--- src/rtl/alu_op_sequencer.sv ---
// alu_op_sequencer: multi-cycle controller for a registered-output ALU.
// Accepts 12-bit register-register instructions (op, rd, rs, rt) over a
// valid/ready handshake, reads operands from an 8-entry register file, issues
// them to the external ALU, waits one clock for the registered result and
// writes it back, updating the carry/zero flags.
//
// Ports:
//   clk, rst                 rising-edge clock, async active-high reset
//   instr_valid/instr_ready  instruction handshake; instr = {op, rd, rs, rt}
//   ext_we/ext_waddr/ext_wdata  register preload port (honoured in IDLE only)
//   dbg_raddr/dbg_rdata      combinational register file read port
//   alu_op/alu_a/alu_b/alu_cin  operands presented to the ALU
//   alu_r/alu_cout           ALU result, valid one clock after the operands
//   done/illegal             write-back pulse; illegal marks a rejected op=111
//   result/flag_c/flag_z     last written-back result and flags
module alu_op_sequencer #(
    parameter  int unsigned WIDTH   = 32,
    localparam int unsigned OP_W    = 3,
    localparam int unsigned RA_W    = 3,
    localparam int unsigned INSTR_W = OP_W + 3 * RA_W
) (
    input  logic               clk,
    input  logic               rst,
    input  logic               instr_valid,
    input  logic [INSTR_W-1:0] instr,
    output logic               instr_ready,
    input  logic               ext_we,
    input  logic [RA_W-1:0]    ext_waddr,
    input  logic [WIDTH-1:0]   ext_wdata,
    input  logic [RA_W-1:0]    dbg_raddr,
    output logic [WIDTH-1:0]   dbg_rdata,
    output logic [OP_W-1:0]    alu_op,
    output logic [WIDTH-1:0]   alu_a,
    output logic [WIDTH-1:0]   alu_b,
    output logic               alu_cin,
    input  logic [WIDTH-1:0]   alu_r,
    input  logic               alu_cout,
    output logic               done,
    output logic [WIDTH-1:0]   result,
    output logic               flag_c,
    output logic               flag_z,
    output logic               illegal
);

    localparam int unsigned NREG = 8;

    localparam logic [OP_W-1:0] OP_MOV = 3'b000;
    localparam logic [OP_W-1:0] OP_NOT = 3'b001;
    localparam logic [OP_W-1:0] OP_ADD = 3'b010;
    localparam logic [OP_W-1:0] OP_SUB = 3'b011;
    localparam logic [OP_W-1:0] OP_ILL = 3'b111;

    typedef struct packed {
        logic [OP_W-1:0] op;
        logic [RA_W-1:0] rd;
        logic [RA_W-1:0] rs;
        logic [RA_W-1:0] rt;
    } instr_t;

    typedef enum logic [1:0] {
        S_IDLE,
        S_READ,
        S_EXEC,
        S_WB
    } state_t;

    state_t             state, state_next;
    instr_t             instr_q, instr_d;
    logic [WIDTH-1:0]   rf [NREG];

    logic [OP_W-1:0]    alu_op_d;
    logic [WIDTH-1:0]   alu_a_d, alu_b_d, result_d;
    logic               alu_cin_d, done_d, illegal_d, flag_c_d, flag_z_d, ready_d;
    logic               rf_we;
    logic [RA_W-1:0]    rf_waddr;
    logic [WIDTH-1:0]   rf_wdata;

    // Debug read; r0 is never written so it always reads zero.
    assign dbg_rdata = rf[dbg_raddr];

    // Next-state and next-register-value logic.
    always_comb begin
        state_next = state;
        instr_d    = instr_q;
        alu_op_d   = alu_op;
        alu_a_d    = alu_a;
        alu_b_d    = alu_b;
        alu_cin_d  = alu_cin;
        result_d   = result;
        flag_c_d   = flag_c;
        flag_z_d   = flag_z;
        done_d     = 1'b0;
        illegal_d  = 1'b0;
        rf_we      = 1'b0;
        rf_waddr   = ext_waddr;
        rf_wdata   = ext_wdata;

        unique case (state)
            S_IDLE: begin
                rf_we = ext_we;
                if (instr_valid) begin
                    instr_d    = instr_t'(instr);
                    state_next = S_READ;
                end
            end
            S_READ: begin
                alu_op_d   = instr_q.op;
                alu_a_d    = rf[instr_q.rs];
                alu_b_d    = (instr_q.op == OP_MOV || instr_q.op == OP_NOT) ? '0 : rf[instr_q.rt];
                alu_cin_d  = (instr_q.op == OP_SUB);
                state_next = S_EXEC;
            end
            S_EXEC: begin
                state_next = S_WB;
            end
            S_WB: begin
                if (instr_q.op != OP_ILL) begin
                    rf_we    = 1'b1;
                    rf_waddr = instr_q.rd;
                    rf_wdata = alu_r;
                    result_d = alu_r;
                    flag_z_d = (alu_r == '0);
                    if (instr_q.op == OP_ADD || instr_q.op == OP_SUB) begin
                        flag_c_d = alu_cout;
                    end
                end else begin
                    illegal_d = 1'b1;
                end
                done_d     = 1'b1;
                state_next = S_IDLE;
            end
            default: state_next = S_IDLE;
        endcase

        ready_d = (state_next == S_IDLE);
    end

    // State, outputs and register file.
    always_ff @(posedge clk or posedge rst) begin
        if (rst) begin
            state       <= S_IDLE;
            instr_q     <= '0;
            instr_ready <= 1'b1;
            alu_op      <= '0;
            alu_a       <= '0;
            alu_b       <= '0;
            alu_cin     <= 1'b0;
            result      <= '0;
            flag_c      <= 1'b0;
            flag_z      <= 1'b0;
            done        <= 1'b0;
            illegal     <= 1'b0;
            for (int i = 0; i < NREG; i++) begin
                rf[i] <= '0;
            end
        end else begin
            state       <= state_next;
            instr_q     <= instr_d;
            instr_ready <= ready_d;
            alu_op      <= alu_op_d;
            alu_a       <= alu_a_d;
            alu_b       <= alu_b_d;
            alu_cin     <= alu_cin_d;
            result      <= result_d;
            flag_c      <= flag_c_d;
            flag_z      <= flag_z_d;
            done        <= done_d;
            illegal     <= illegal_d;
            // Writes to r0 are discarded.
            if (rf_we && rf_waddr != '0) begin
                rf[rf_waddr] <= rf_wdata;
            end
        end
    end

endmodule

--- config.mk ---
export PLATFORM = sky130hd
export DESIGN_NAME = alu_op_sequencer
export DESIGN_NICKNAME = d
export VERILOG_FILES = /design/src/rtl/alu_op_sequencer.sv
export SDC_FILE = /design/constraint.sdc
export NUM_CORES = 1
export LEC_CHECK = 0
export ABC_AREA = 1
export CORE_MARGIN = 2
export CORE_UTILIZATION = 30
export DETAILED_ROUTE_END_ITERATION = 8
export GPL_TIMING_DRIVEN = 1
export MAX_ROUTING_LAYER = met4
export SLEW_MARGIN = 20
export SYNTH_ARGS = -nofsm -noshare
export SYNTH_HDL_FRONTEND = slang
export SYNTH_SLANG_ARGS = --single-unit
--- constraint.sdc ---
create_clock -name clk -period 17.45 [get_ports clk]
set_clock_uncertainty 0.2 [all_clocks]
set_input_delay 3.49 -clock clk [delete_from_list [all_inputs] [get_ports clk]]
set_output_delay 3.49 -clock clk [all_outputs]
set_load 0.005 [all_outputs]
==> metrics.md <==
| Metric | Value |
|---|---|
| Status | finished clean |
| Layout cell share with drive strength beyond 1 | 4.78% |
| Switching Power | between 2 and 2.5 mW |
| Mapped Nets | 3075 |
| Largest net degree at the start of global routing | between 100 and 150 |
| Lkg Pwr | around 12 nW |
| Final setup vio count | 0 |
| Synth area leader | dfrtp_1 |
| Post-CTS resize count | 0 |
| Core area | 69900 µm² |
| Cell area after synthesis | between 20000 and 25000 µm² |
| Critical Path Source Type | input pin |
| Switching share of power | between 40% and 50% |
| Max Fclk | roughly 100 MHz |
| Hold buffers post-CTS | 0 |
| Max clock buf depth | 3 |
| VDD IR max | 0.000102 V |
| Cell Count, Final, Fillers Out | around 4.0k |
| Tmin final | roughly 10000 ps |
| Pwr Density | slightly below 200 nW/µm² |
| First-pass detailed-route iteration total | 6 |
| DRT iter0 DRCs | 2209 |
| Total GRT Usage | 20.9% |
| Placed insts | around 4k |
| Yosys warning count | 0 |
| Clock power frac | roughly 21% |
| Clk Latency, worst-skew pair | just under 600 ps |
| Clk pin slew, worst setup/hold paths | 60 ps |
| IO Port Bufs | 223 |
| Post-CTS Setup Inserts | 0 |
| Initial Utilization | a little under a third |
| Final Hold Viols | 0 |
| Syn Area/Cell | 7.09 µm² |
| Origin of the critical flop-to-flop path | state[1] |
| Final Cycle Share | 57.3% |
| Crit path DAT | between 6000 and 7000 ps |
| Hold Path Cell Cnt | 0 |
| CP Class | in2out |
| Reg power frac | around a third |
| P_int | around 2.7 mW |
| Ranking of synthesized cells by area | dfrtp_1, nand2_1, nand3_1 |
| R2R setup slack | between 10000 and 15000 ps |
| DP Area | between 20000 and 25000 µm² |
| Number of antenna violations at the first check in global routing | 0 |
| P&R area growth vs syn | 19.4% |
| Post-synth cell types | 25 |
| ANT cells | 0 |
| Comb power frac | ~46% |
| HPWL Detailed | 45.3 mm |
| Nets | 3109 |
| First-pass GRT wire length | about 120 mm |
| Final Max Slew Viols | 0 |
| RePlAce Congestion | 0.811 |
| Setup_tns | 0 ps |
| Highest-count cells in the layout ignoring fill and taps | nand2_1, nand3_1, dfrtp_1 |
| Critical path origin | dbg_raddr[0] |
| R2R depth | 11 |
| Crit path required time | between 10000 and 15000 ps |
| Type of the worst min-delay path | reg2reg |
| Slew @ Worst Pin | about 1000 ps |
| Critical Path Sink | dbg_rdata[27] |
| I/O pin total | between 200 and 250 |
| Syn Inst Count | 2983 |
| Vias post-DR | roughly 20k |
| Crit. End Element | output pin |
| Clock sinks | around 380 |
| FP Rows | 97 |
| Final ANT Viol Nets | 0 |
| Drt via density | roughly 5.2 |
| Crit Path Max Fanout | 90 |
| CTS tree | yes |
| TritonCTS Buffers | between 40 and 50 |
| Worst hold margin | roughly 210 ps |
| CTS H-Tree Depth | 2 |
| #FFs+latches synth | approximately 380 |
| Routed WL | approximately 76 mm |
| RSZ-0062 raised after global routing | false |
| Most common cell after layout, fill and taps aside | nand2_1 |
| WL/cell | between 15 and 20 µm |
| Vias in the first global route | between 15k and 20k |
| DRC Markers | 0 |
| Final Instance Area | approximately 25000 µm² |
| Die Y-Extent | 269 µm |
| Overflow after GRT | 0 |
| Final core utilization | 36.1% |
| Yosys top cell area share | 44.3% |
| Die area | a little over 70000 µm² |
| Die X | about 270 µm |
| Critical R2R Capture | rf[6] |
| Sequential fraction of the synthesis area | about 44% |
| Max-cap viol count | 0 |
| Root Driver | clkbuf_16 |
| Relative slew slack | between 30% and 40% |
[power by group through the flow]
stage	registers (mW)	logic, mW	clock network (mW)
after detailed placement	1.62	2.25	0
after global placement	1.62	2.22	0
after floorplan	1.46	1.53	0
after global routing	1.67	2.52	1.05
after CTS	1.61	2.25	1.01
final	1.62	2.25	0.994
[area by class of cell]
| cell class | instances | area, µm² |
|---|---|---|
| Clock buffer | 60 | 1290 |
| Clock inverter | 21 | 244 |
| Fill cell | 7447 | 44700 |
| Inverter | 146 | 557 |
| Multi-Input combinational cell | 2189 | 10100 |
| Sequential cell | 375 | 9400 |
| Tap cell | 940 | 1180 |
| Timing Repair Buffer | 261 | 2510 |
[through the flow]
step	total power [mW]	setup slack, ps
floorplan	2.98	3350
global placement	3.84	7560
detailed placement	3.86	7500
CTS	4.88	7510
global route	5.24	7200
finish	4.86	7450
[sequential cells by signal, summed over array words and instances, names as in the netlist, 2 cells and up]
name / flops
result: 32
instr_q: 12
state: 2
alu_op: 3
alu_b: 32
rf: 256
alu_a: 32
[worst max-delay path, cell delays in order]
cell	delay, ps
buf_4	180
buf_4	650
buf_4	770
o21ai_0	150
o21ai_0	200
nand2_1	70
nand2_1	170
clkdlybuf4s50_1	530
[synth_stat cells]
cell	number
mux2_2	8
a21oi_1	197
nand3_1	424
buf_2	71
nor2_2	3
a31oi_1	1
inv_1	144
clkbuf_1	158
o31ai_1	1
nor2_4	2
o21ai_0	322
nand2_4	1
nor3_1	1
buf_4	13
buf_1	31
nand3_4	1
nor2_1	91
nand2_2	1
ha_1	5
nand2_1	1001
dfrtp_1	374
o211ai_1	128
dfstp_2	1
inv_2	2
nand3b_1	2
[worst min-delay path by stage]
stage | slack [ps] | startpoint | to
global route | 230 | rf[233] | rf[233]
CTS | 210 | rf[233] | rf[233]
finish | 210 | rf[233] | rf[233]
global placement | 200 | rf[233] | rf[233]
detailed placement | 200 | rf[233] | rf[233]
floorplan | 240 | rf[192] | rf[192]
[routing by layer]
metal	up-vias	share of wire (%)	global-route usage, %
met3	128	7.8	3.78
met2	870	44	30.5
met5	-	0	-
met1	9654	46	29.6
li1	9921	-	-
met4	0	2.4	5.86
[cells by family after synthesis]
kind of cell | Yosys count | synth area share [%]
AND/OR/NAND/NOR | 1527 | 29.9
AO/OA/AOI/OAI | 649 | 16.9
buffers and inverters | 419 | 8.09
flip-flops | 375 | 44.4
multiplexers | 8 | 0.426
adder cells (fa/ha/maj) | 5 | 0.296
Note: power is estimated with default switching activity, not from simulation.
